<file path="config.mk">
export PLATFORM = sky130hd
export DESIGN_NAME = fp_mult_bist
export DESIGN_NICKNAME = d
export VERILOG_FILES = /design/src/rtl/fp_mult_bist.sv
export SDC_FILE = /design/constraint.sdc
export NUM_CORES = 1
export LEC_CHECK = 0
export BUFFER_PORTS_ARGS = -buffer_cell sky130_fd_sc_hd__buf_2
export CAP_MARGIN = 30
export CORE_AREA = 5 5 126 128
export CTS_CLUSTER_SIZE = 12
export DETAILED_ROUTE_END_ITERATION = 6
export DIE_AREA = 0 0 131 133
export GPL_TIMING_DRIVEN = 0
export PLACE_DENSITY_LB_ADDON = 0.25
export SLEW_MARGIN = 30
export SYNTH_ARGS = -nofsm -noshare
export SYNTH_HDL_FRONTEND = slang
export SYNTH_SLANG_ARGS = --single-unit
</file>
<file path="constraint.sdc">
create_clock -name clk -period 2.6 [get_ports clk]
set_input_delay 0.13 -clock clk [delete_from_list [all_inputs] [get_ports clk]]
set_output_delay 0.13 -clock clk [all_outputs]
set_load 0.05 [all_outputs]
</file>
<file path="src/rtl/fp_mult_bist.sv">
// fp_mult_bist -- built-in self-test engine for the pipelined FP multiplier.
//
// Drives pseudo-random operands a/b from two Galois LFSRs and steps the
// rounding mode rnd through 0..NUM_MODES-1, issuing VECS_PER_MODE vectors per
// mode (one per cycle).  Results returning LATENCY cycles later are folded
// into a 32-bit MISR.  Once done=1, signature is compared against a golden
// value.
//
// Optional build macro: BIST_STATUS_MISR_EN
//    defined   -> compaction term is z ^ {24'b0, status}
//    undefined -> status is ignored and only z is compacted
//
// Ports:
//    clk        in   1   clock
//    rst        in   1   synchronous active-high reset
//    start      in   1   start a run (honoured only in IDLE or DONE)
//    a, b       out  32  operands to the multiplier
//    rnd        out  3   rounding mode to the multiplier
//    z          in   32  multiplier result
//    status     in   8   multiplier status flags
//    busy       out  1   high while issuing (RUN) or draining (DRAIN)
//    done       out  1   high in DONE until the next start or rst
//    signature  out  32  MISR contents, final once done=1
//    vec_cnt    out  8   vectors issued in the current run
module fp_mult_bist #(
   parameter int          LATENCY       = 2,
   parameter int          VECS_PER_MODE = 10,
   parameter int          NUM_MODES     = 6,
   parameter logic [31:0] SEED_A        = 32'h0000_0001,
   parameter logic [31:0] SEED_B        = 32'h0000_ACE1
) (
   input  logic        clk,
   input  logic        rst,
   input  logic        start,
   output logic [31:0] a,
   output logic [31:0] b,
   output logic [2:0]  rnd,
   input  logic [31:0] z,
   input  logic [7:0]  status,
   output logic        busy,
   output logic        done,
   output logic [31:0] signature,
   output logic [7:0]  vec_cnt
);

   localparam int          TOTAL      = VECS_PER_MODE * NUM_MODES;
   localparam logic [7:0]  LAST_CNT   = 8'(TOTAL - 1);
   localparam logic [7:0]  TOTAL_CNT  = 8'(TOTAL);
   localparam logic [7:0]  MODE_LAST  = 8'(VECS_PER_MODE - 1);
   localparam logic [7:0]  DRAIN_LAST = 8'(LATENCY - 1);
   localparam logic [31:0] POLY       = 32'h0040_0007;
   localparam logic [31:0] SIG_INIT   = 32'hFFFF_FFFF;

   // Galois step for x^32+x^22+x^2+x+1, shared by operand LFSRs and the MISR.
   function automatic logic [31:0] lfsr_step(input logic [31:0] s);
      return {s[30:0], 1'b0} ^ (s[31] ? POLY : 32'h0);
   endfunction

   typedef enum logic [1:0] {IDLE, RUN, DRAIN, DONE} state_t;

   state_t              state_reg;
   logic [7:0]          mode_vec_reg;   // position inside the current rounding mode
   logic [7:0]          drain_cnt_reg;
   logic [LATENCY-1:0]  valid_reg;      // issue-valid pipe, aligned with z
   logic [LATENCY-1:0]  valid_next;
   logic [31:0]         comp_term;
   logic                start_ok;

   assign start_ok = start && (state_reg == IDLE || state_reg == DONE);

   // The multiplier samples a/b/rnd on every RUN-ending edge, so a RUN cycle
   // is exactly one issued vector.
   assign valid_next[0] = (state_reg == RUN);
   generate
      for (genvar gi = 1; gi < LATENCY; gi++) begin : g_valid
         assign valid_next[gi] = valid_reg[gi-1];
      end
   endgenerate

`ifdef BIST_STATUS_MISR_EN
   assign comp_term = z ^ {24'b0, status};
`else
   logic status_unused;
   assign status_unused = ^status;
   assign comp_term     = z;
`endif

   always_ff @(posedge clk) begin
      if (rst || start_ok) begin
         valid_reg <= '0;
      end else begin
         valid_reg <= valid_next;
      end
   end

   always_ff @(posedge clk) begin
      if (rst) begin
         state_reg     <= IDLE;
         a             <= 32'h0;
         b             <= 32'h0;
         rnd           <= 3'd0;
         busy          <= 1'b0;
         done          <= 1'b0;
         signature     <= SIG_INIT;
         vec_cnt       <= 8'd0;
         mode_vec_reg  <= 8'd0;
         drain_cnt_reg <= 8'd0;
      end else begin
         // Tail of the valid pipe marks the cycle whose z belongs to an issued vector.
         if (valid_reg[LATENCY-1]) begin
            signature <= lfsr_step(signature) ^ comp_term;
         end
         case (state_reg)
            IDLE, DONE: begin
               if (start) begin
                  state_reg     <= RUN;
                  a             <= SEED_A;
                  b             <= SEED_B;
                  rnd           <= 3'd0;
                  signature     <= SIG_INIT;
                  vec_cnt       <= 8'd0;
                  mode_vec_reg  <= 8'd0;
                  drain_cnt_reg <= 8'd0;
                  busy          <= 1'b1;
                  done          <= 1'b0;
               end
            end
            RUN: begin
               if (vec_cnt != TOTAL_CNT) begin
                  vec_cnt <= vec_cnt + 8'd1;
               end
               if (vec_cnt == LAST_CNT) begin
                  // Last vector is being issued: hold it on the outputs while draining.
                  state_reg <= DRAIN;
               end else begin
                  a <= lfsr_step(a);
                  b <= lfsr_step(b);
                  if (mode_vec_reg == MODE_LAST) begin
                     mode_vec_reg <= 8'd0;
                     rnd          <= rnd + 3'd1;
                  end else begin
                     mode_vec_reg <= mode_vec_reg + 8'd1;
                  end
               end
            end
            DRAIN: begin
               if (drain_cnt_reg == DRAIN_LAST) begin
                  state_reg <= DONE;
                  busy      <= 1'b0;
                  done      <= 1'b1;
               end else begin
                  drain_cnt_reg <= drain_cnt_reg + 8'd1;
               end
            end
            default: state_reg <= IDLE;
         endcase
      end
   end

endmodule

</file>
---- Word-level counts from Yosys, hierarchy flattened ----
Cells that the tools add are included.
word-level totals
  bits of input ports ..................... 43
  register bits after elaboration ......... 129
operators by class
  reductions and logical operators ........ 13
  muxes and demuxes ....................... 34
  $add $sub $neg .......................... 4
  equality and inequality tests ........... 14
  bitwise logic cells ..................... 4
operator list
  operator                                       number
  2-to-1 mux 32 bit                              7
  case mux 32 bit (2 select lines)               2
  bitwise XOR 32 x 23 -> 32 bit                  3
  2-to-1 mux 23 bit                              3
  case mux 8 bit (2 select lines)                3
  2-to-1 mux 8 bit                               5
  bitwise XOR 32 bit                             1
  adder 8 x 1 -> 8 bit, second input constant    3
  AND reduction 3 bit                            5
  2-to-1 mux 3 bit                               3
  == test 8 x 1 -> 1 bit, second input constant  1
  == test 8 x 4 -> 1 bit, second input constant  1
  == test 8 x 6 -> 1 bit, second input constant  1
  != test 2 bit, second input constant           4
  != test 8 x 6 -> 1 bit, second input constant  1
  2-to-1 mux 2 bit                               3
  != test 2 x 1 -> 1 bit, second input constant  3
  case mux 2 bit (3 select lines)                1
  case mux 3 bit (2 select lines)                1
  == test 2 bit, second input constant           2
  2-to-1 mux 1 bit                               4
  case mux 1 bit (2 select lines)                2
  AND reduction 4 bit                            1
  nonzero test 2 bit                             2
  6 further kinds                                7

---- Depth between registers and ports, before layout ----
Gate-level depths: netlist (run 1).
  depth after elaboration ................. 6
  gate-level depth with buffers ........... 9

---- Worst setup path after synthesis (run 1) ----
Ideal clock, no wire load.
  path kind ............................... flip-flop to flip-flop
  start ................................... register vec_cnt[1]
  end ..................................... register state_reg[0]
  library setup time ...................... 0.070 ns
  path slack .............................. 0.571 ns
  cell stages (with the launch flop) ...... 6
  clock period less this slack ............ 2.029 ns
  path buffers ............................ 0
  data required time ...................... 2.530 ns
  arrival time ............................ 1.958 ns
  cells stage by stage .................... dfxtp_1 ha_1 nand3b_1 o21a_1 or4_1 a21oi_1
between the ends
  word-level cells in the longest chain between the ends .. 3
RTL lines
  element                           RTL line  RTL
  start, declared                   43        output logic [7:0] vec_cnt
  start signal, assigned            130       vec_cnt <= vec_cnt + 8'd1;
  == test 8 x 6 -> 1 bit            132       if (vec_cnt == LAST_CNT) begin
  != test 2 x 1 -> 1 bit (no line)  -
  AND reduction 3 bit (no line)     -
  end signal, assigned              134       state_reg <= DRAIN;
  end signal, assigned              148       state_reg <= DONE;
  end signal, assigned              155       default: state_reg <= IDLE;
  end, declared                     61        state_t state_reg;
No other way between the ends.
A chain may end at the register's enable or synchronous reset.

---- Worst setup path after layout (run 1) ----
  start ................................... register state_reg[0]
  end ..................................... register vec_cnt[7]
between the ends
  word-level cells in the longest chain between the ends .. 4
  elaborated cells between the ends (all ways) .. 9
  those cells by class .................... eq/ne: 4; mux: 1; reduce/logical: 4
RTL lines
  element                                                               RTL line  RTL
  start signal, assigned                                                98        state_reg <= IDLE;
  start signal, assigned                                                116       state_reg <= RUN;
  start signal, assigned                                                134
  == test 2 bit / logical NOT 2 bit (equally long branches)             113       case (state_reg)
  OR reduction 2 bit                                                    113
  != test 2 bit (no line) / nonzero test 2 bit (equally long branches)  -
  AND reduction 3 bit (no line)                                         -
Parallel ways exist; a longest one is shown, timed or not.

==> results.md, run 1 <==
Status:
- The run finished with clean final reports.

Clocking:
- TritonCTS built the clock tree.
- Buffers inserted to repair hold after CTS numbered 0.
- Clock-pin slew was measured on the worst setup and hold paths at 60 ps.
- Counting every sink on the clock net gives 129.
- The buffer levels on the longest clock path is 2.
- In this run the post-CTS setup repair buffer count came out at 0.
- After clock tree synthesis, the repair step resized 0 gates.
- The cell at the root of the clock tree is sky130_fd_sc_hd__clkbuf_16.
- The number of buffers created by CTS is 17.
- The clock latency at the later pin of the worst-skew pair is 420 ps.
- The H-tree was split into 4 levels.

Timing:
- The transition time at the pin with the least slew margin is 703 ps.
- The total count of hold-check failures in the final report is 0.
- In the finished design, the share of the clock period the worst path needs comes to 0.840.
- Measured against its own limit, the worst slew margin works out to 0.531.
- The sum of negative setup slack is 0 ps.
- The clock skew is 9.98 ps.
- The highest achievable clock rate is 458 MHz.
- The final count of pins violating max slew is 0.
- Setup repair after global routing left no endpoint under its margin.
- Setup violations remaining at the end of the flow were counted as 0.
- The clock period could shrink to 2180 ps.
- The final hold slack is 68.0 ps.
- The final worst slack is 416 ps.

Worst setup path:
- The number of cells on the worst reg-to-reg path is 8.
- The worst flop-to-flop path endpoint is vec_cnt[7].
- For the worst setup path, the data required time is 2930 ps.
- In this run the critical register-to-register path is launched from state_reg[0].
- The timing startpoint of the critical path is state_reg[0].
- The worst setup path is launched from a flip-flop.
- STA puts the critical path data arrival time at 2520 ps.
- Setup slack on the worst reg-to-reg path comes out at 420 ps.
- The critical setup path kind is flip-flop to flip-flop.
- The critical path ends at vec_cnt[7].
- The kind of end point of the critical path is a flip-flop.
- In this run the worst path has a maximum fanout of 10.

Placed design:
- Counting tap cells, the placed design contains a total of 998 instances.
- Once detailed placement completed, the half-perimeter wirelength came to 10200 um.
- The port buffer count is 143.
- The final estimated routing congestion in global placement is 0.745.
- The post-place setup slack is 425 ps.

Floorplanning:
- The initial utilization of the core area, before any placement, comes to 0.377.
- The row count is 45.
- From bottom edge to top edge, the die measures 133 um.
- The die outline area is 17400 um2.
- In this run the count of I/O pins placed on the die edge is 152.
- From left edge to right edge, the die measures 131 um.
- The core footprint is 14800 um2.

Synth:
- The top-area cell type share of the netlist area is 0.464.
- For this run, asynchronously set or reset flops after synthesis account for 0.
- The number of register bits inferred by synthesis is 129.
- In this run the cell area of the synthesized design comes to 5560 um2.
- The unique cell type count in the Yosys netlist is 50.
- By count the netlist is led by sky130_fd_sc_hd__nand2_1, sky130_fd_sc_hd__dfxtp_1, sky130_fd_sc_hd__a21oi_1.
- In the synthesized netlist the dominant register cell turns out to be sky130_fd_sc_hd__dfxtp_1.
- Yosys mapped a number of flops with a built-in enable equal to 0.
- sky130_fd_sc_hd__nand2_1 is the most common cell in the netlist.
- The number of warnings reported in the yosys synthesis log is 0.
- The per-instance average area after synthesis is 8.34 um2.
- The number of instances in the synthesized netlist is 667.
- The number of nets handed over by synthesis was 720.
- The sequential cell area fraction in the yosys report is 0.464.
- Yosys attributes the largest share of cell area to sky130_fd_sc_hd__dfxtp_1, sky130_fd_sc_hd__nand2_1, sky130_fd_sc_hd__a21oi_1, sky130_fd_sc_hd__nand3_1, sky130_fd_sc_hd__xnor2_1.
- The cell type with the highest aggregate area in the netlist is sky130_fd_sc_hd__dfxtp_1.

Job:
- The count of max-cap constraint violations is 0.

Cells and area:
- In the final layout, flip-flops and latches occupy 2580 um2.
- In the final layout, the registers with the most flip-flops are a (32), b (32), signature (32).
- The layout overhead on the synthesized area is 27.7%.
- The antenna cell count is 0.
- The count of non-filler cells in the finished layout is 1030.
- The ratio of cells with drive above 1 in the final layout is 0.236.
- Summing all multi-input logic gate instances after layout gives 2680 um2.
- The fill cell instance count of the final layout is 1488.
- The final layout contains 882 nets.

Global route:
- The via count of the first global-routing pass came to 4656.
- The global-route wire length before repair is 23200 um.
- The largest net degree at the start of global routing is 17.
- The initial antenna violation count is 0.
- The total routing resource utilization after global routing is 0.164.
- The aggregate global routing overflow is 0.

Power and ir drop:
- The highest ir drop seen on vdd is 483 uV.
- In this run the static leakage power is 2.77 nW.
- In this run the power density over the cells is 949 nW/um2.

Detailed routing:
- The detailed router finished its first iteration with 233 violations.
- In the routed design, unresolved DRC markers number 0.
- The remaining antenna violation count after routing is 0.
- In the final routed layout, each cell accounts on average for 13.9 um.
- Using the TritonRoute via totals, the vias-per-cell ratio works out to 4.95.
- Detailed routing inserted a total of 5096 vias.
- The wire length after detailed routing is 14400 um.
- The first-pass iteration count of the detailed router is 5.

Min path:
- In this run the worst hold path is classified as input port to flip-flop.
==> cells by family (layout without fill, tap and decap cells) <==
kind of cell               Yosys count  in the layout  synth area share
adders and majority gates           10             10            0.0225
buffers and inverters               70            245            0.0540
and+or+nand+nor                    258            258             0.214
DFF                                129            129             0.464
xor gates and xnor gates            45             45            0.0783
AOI/OAI and AO/OA                  152            152             0.160
muxes                                3              3           0.00652
==> per-layer routing <==
metal  track usage  routed length (um)  up-vias  share of wire
met2         0.234                6130      136           0.43
met1         0.228                6760     2335           0.47
met5             0                   0        -              0
li1              -                   -     2615              -
met3        0.0622                1340       10          0.093
met4        0.0514                 138        0         0.0096
==> final cells by class <==
cell class                      instances  area share
Timing Repair Buffer                  143       0.101
Inverter                               23      0.0122
Clock buffer                           19      0.0638
Clock inverter                         13      0.0192
Buffer                                 47      0.0301
Tap cell                              188      0.0331
Sequential cell                       129       0.364
Multi-Input combinational cell        468       0.377
==> critical path: stages (launching register included) <==
cell and delay [ps]:
sky130_fd_sc_hd__dfxtp_1 380, sky130_fd_sc_hd__inv_1 60, sky130_fd_sc_hd__ha_1 280, sky130_fd_sc_hd__buf_4 170, sky130_fd_sc_hd__mux2_4 220, sky130_fd_sc_hd__buf_6 130
sky130_fd_sc_hd__o2111ai_2 180, sky130_fd_sc_hd__or4_1 530, sky130_fd_sc_hd__a21oi_1 150
==> how the worst min path moves through the flow <==
stage | end | startpoint | slack (ps) | depth (start not counted)
floorplan | signature[8] | rst | 280 | 2
global placement | valid_reg[1] | valid_reg[0] | 410 | 1
detailed placement | valid_reg[1] | valid_reg[0] | 410 | 1
CTS | signature[31] | z[31] | 50 | 5
global route | signature[31] | z[31] | 70 | 5
finish | signature[0] | z[0] | 70 | 5
==> power by group <==
group          leakage, nW  total, mW  switching (mW)  internal, mW
Clock                0.281       2.36           0.902          1.46
Sequential            1.04       2.21           0.109          2.10
Combinational         1.45       2.17            1.59         0.574
Total                 2.77       6.74            2.60          4.13
==> through the flow <==
stage,cell area [um2],util,power [mW]
2_1_floorplan,5560,-,3.83
3_3_place_gp,6510,0.441,4.44
3_5_place_dp,6510,0.441,4.44
4_1_cts,7100,0.481,6.83
5_1_grt,7100,0.481,7.15
6_report,7100,0.481,6.74
==> cell usage in the layout, fill, tap and decap left out, types with 3 or more instances in the layout <==
master and count:
sky130_fd_sc_hd__a211oi_1 4, sky130_fd_sc_hd__buf_1 5, sky130_fd_sc_hd__xnor3_1 3, sky130_fd_sc_hd__nand2_1 133
sky130_fd_sc_hd__xor2_1 9, sky130_fd_sc_hd__clkbuf_1 26, sky130_fd_sc_hd__nand3_1 64, sky130_fd_sc_hd__xnor2_1 33
sky130_fd_sc_hd__clkinvlp_4 4, sky130_fd_sc_hd__ha_1 10, sky130_fd_sc_hd__nor3_1 6, sky130_fd_sc_hd__o31ai_1 8
sky130_fd_sc_hd__or3_1 10, sky130_fd_sc_hd__a311oi_1 9, sky130_fd_sc_hd__nand4_1 3, sky130_fd_sc_hd__dfxtp_1 129
sky130_fd_sc_hd__inv_1 23, sky130_fd_sc_hd__o311ai_0 3, sky130_fd_sc_hd__nand4b_1 3, sky130_fd_sc_hd__or4_1 6
sky130_fd_sc_hd__nor2_1 17, sky130_fd_sc_hd__nand2b_1 3, sky130_fd_sc_hd__buf_2 155, sky130_fd_sc_hd__clkbuf_16 17
sky130_fd_sc_hd__a21oi_1 74, sky130_fd_sc_hd__o21ai_0 38, sky130_fd_sc_hd__and3_1 4, sky130_fd_sc_hd__clkinv_2 4
Note: power is estimated with default switching activity, not from simulation.
==> inputs of run 2 (changes only) <==
- clock period: 2.6 -> 1.82 ns (I/O delays scaled with it)
==> run 2 against run 1 <==
The run now ends with negative setup slack left. Cell area rose by 12%. Utilization rose by 5.8 points. Count of clock-buffer cells in the layout rose by 1. Register-to-register slack got worse by 450 ps. Routed wire length rose by 12%. Die area did not move. Non-clock buffer count rose by 20. Global-route usage rose by 1.0 points. Sequential share of layout area fell by 3.7 points. Critical endpoint is now b[15]. Largest cell class unchanged.
==> results.md, run 2 (synthesis results as in run 1) <==
Floorplanning:
- The initial standard-cell utilization of the core was 0.377 (unchanged).
- The die outline area was 17400 um2 (unchanged).
- The number of I/O pins is 152 (unchanged).
- The die outline height is 133 um (unchanged).
- The core footprint was 14800 um2 (unchanged).
- The chip width came to 131 um (unchanged).
- The row count is 45 (unchanged).

Worst setup path:
- In this run the critical register-to-register path is captured at b[15].
- The top fanout value on the critical path was 10 (unchanged).
- The worst setup path is captured at a flip-flop.
- The worst setup path is launched from a flip-flop.
- The critical setup path kind is flip-flop to flip-flop.
- The register-to-register setup slack is -30 ps (-450 ps).
- The source of the worst register-to-register timing path is vec_cnt[0].
- The timing startpoint of the critical path is vec_cnt[0].
- The number of cells on the worst reg-to-reg path is 7 (-1).
- The critical path arrival is 2180 ps (-340 ps).
- The data required time of the critical path came to 2150 ps (-780 ps).

Cells and area:
- The fill cell instance count of the final layout is 1412 (-5.1%).
- The ratio of cells with drive above 1 in the final layout was 0.368 (+0.132).
- In the layout the commonest cells are sky130_fd_sc_hd__buf_2, sky130_fd_sc_hd__nand2_1, sky130_fd_sc_hd__dfxtp_1, sky130_fd_sc_hd__a21oi_1, sky130_fd_sc_hd__o21ai_0.
- From synthesis to final layout, the design area changed by 43.1%.
- In the final layout, the registers with the most flip-flops are a (32), b (32), signature (32).
- The antenna cell count is 0 (unchanged).
- The most common library cell in the layout ignoring fill and taps is sky130_fd_sc_hd__buf_2.
- The post-layout net count came to 903 (+2.4%).
- The final non-filler cell area is 7960 um2 (+12%).

Power and ir drop:
- The sequential power share was 0.275 (-0.053).
- The clock network fraction of design power came to 0.305 (-0.045).
- The leakage power figure is 3.01 nW (+8.6%).
- The power density relative to cell area is 1460 nW/um2 (+53%).
- The switching portion of total power is 0.386 (-0.000661).
- The combinational share of power is 0.420 (+0.099).
- The internal power was 7.12 mW (+72%).
- The switching power summed over all nets came to 4.47 mW (+72%).
- The highest ir drop seen on vdd is 875 uV (+81%).

Timing:
- The number of setup violations in the final report is 13 (+13).
- The ratio of final minimum period to clock period is 1.02 (+0.178).
- The clock skew is 5.97 ps (-4.01 ps).
- The final count of pins violating max slew is 0 (unchanged).
- The normalized max-slew margin came to 0.511 (-0.0193).
- The time the worst path needs with I/O delays and setup came to 1850 ps (-332 ps).
- The transition time at the pin with the least slew margin is 733 ps (+30.4 ps).
- The highest achievable clock rate is 540 MHz (+18%).
- Setup repair after global routing could not meet its margin everywhere.
- The final worst slack is -32.7 ps (-448 ps).
- The total count of hold-check failures in the final report is 0 (unchanged).

Clocking:
- The number of sinks handled by clock tree synthesis is 129 (unchanged).
- The number of H-tree levels was 4 (unchanged).
- The TritonCTS clock tree is built.
- The buffer levels on the longest clock path is 2 (unchanged).
- The tree is rooted in a sky130_fd_sc_hd__clkbuf_16.
- The clock latency at the later pin of the worst-skew pair is 420 ps (about the same).
- The post-CTS clock slew at the launch and capture registers of the worst setup and hold paths came to 60 ps (about the same).
- The number of buffers created by CTS is 17 (unchanged).

Min path:
- The worst hold path begins at z[5].
- The worst hold path stage count is 5 (unchanged).
- For hold timing, the worst endpoint is signature[5].
- The type of the tightest min-delay check is input port to flip-flop.

Placed design:
- The final HPWL from detailed placement is 10300 um (+0.91%).
- The final estimated routing congestion in global placement is 0.772 (+3.6%).
- The post-place setup slack was -348 ps (-773 ps).
- The total placed instance area is 6550 um2 (+0.61%).
- The port buffer count came to 143 (unchanged).

Detailed routing:
- The wire length after detailed routing is 16100 um (+12%).
- The average vias per placed instance is 5.16 (+4.2%).
- The remaining design rule violation count came to 0 (unchanged).
- The number of DRC markers after the initial detailed-route iteration came to 216 (-7.3%).
- The mean routed wirelength per cell is 15.3 um (+9.8%).
- The detailed-route via count was 5419 (+6.3%).
- The remaining antenna violation count after routing is 0 (unchanged).
- The first-pass iteration count of the detailed router was 4 (-1).

Status:
- The checks that failed: negative setup slack.
- The flow ran to the end, but the final reports show violations.

Global route:
- The initial antenna violation count came to 0 (unchanged).
- The total routing resource utilization after global routing is 0.174 (+0.0102).
- The via count of the first global-routing pass is 4952 (+6.4%).
- The aggregate global routing overflow is 0 (unchanged).
- The largest net degree at the start of global routing is 17 (unchanged).
- The global-route wire length before repair came to 24600 um (+6.2%).

Job:
- The count of max-cap constraint violations is 0 (unchanged).
[run 2: worst max path at each step]
stage                                  to  cells past startpoint
after floorplan           mode_vec_reg[5]                      8
after global routing         state_reg[0]                      5
after CTS                           a[10]                      9
final                               b[15]                      7
after detailed placement             b[2]                      9
after global placement         vec_cnt[1]                      7
[run 2: layout make-up]
cell class / instances / area (um2) / share of cell area
multi-input combinational: 469 / 3160 / 0.397
sequential: 129 / 2600 / 0.327
timing repair buffer: 164 / 955 / 0.120
clock buffer: 20 / 457 / 0.0574
buffer: 46 / 307 / 0.0385
tap: 188 / 235 / 0.0296
clock inverter: 12 / 159 / 0.0200
inverter: 23 / 86.3 / 0.0108
[run 2: metrics by stage]
step                std cells  TNS [ps]  utilization  power, mW  hold slack (ps)
floorplan                 667      -179            -       5.53              237
global placement          998    -23340        0.444       6.41              407
detailed placement        998    -26620        0.444       6.42              416
CTS                      1044     -1700        0.508       10.8             8.45
global route             1051     -3400        0.540       12.1             31.9
finish                   1051      -181        0.540       11.6             22.4
[run 2: worst max-delay path: stages (launching register included)]
cell	delay (ps)
sky130_fd_sc_hd__dfxtp_4	370
sky130_fd_sc_hd__ha_4	140
sky130_fd_sc_hd__nand3b_1	180
sky130_fd_sc_hd__buf_6	190
sky130_fd_sc_hd__o31a_1	240
sky130_fd_sc_hd__buf_6	140
sky130_fd_sc_hd__clkbuf_4	200
sky130_fd_sc_hd__a311oi_2	290
[run 2: layer usage]
| layer | routed length (um) | global-route usage |
|---|---|---|
| met1 | 7350 | 0.237 |
| met2 | 7140 | 0.254 |
| met3 | 1340 | 0.0597 |
| met4 | 278 | 0.0651 |
| met5 | 0 | 0 |
[run 2: power groups by stage]
stage	Clock (mW)	Sequential [mW]	Combinational (mW)
finish	3.53	3.19	4.86
global route	3.73	3.22	5.18
CTS	3.60	3.17	4.04
detailed placement	0	3.22	3.20
global placement	0	3.22	3.19
floorplan	0	3.66	1.87
[run 2: what timing repair did]
| item | in CTS | in global routing |
|---|---|---|
| buffers inserted | 7 | 6 |
| endpoints found under the setup margin | 119 | 99 |
| resized for setup | 64 | 93 |
| hold buffers | 1 | 0 |
| endpoints found under the hold margin | 2 | 0 |
| pin swaps | 14 | 37 |
| cloned | 6 | 3 |
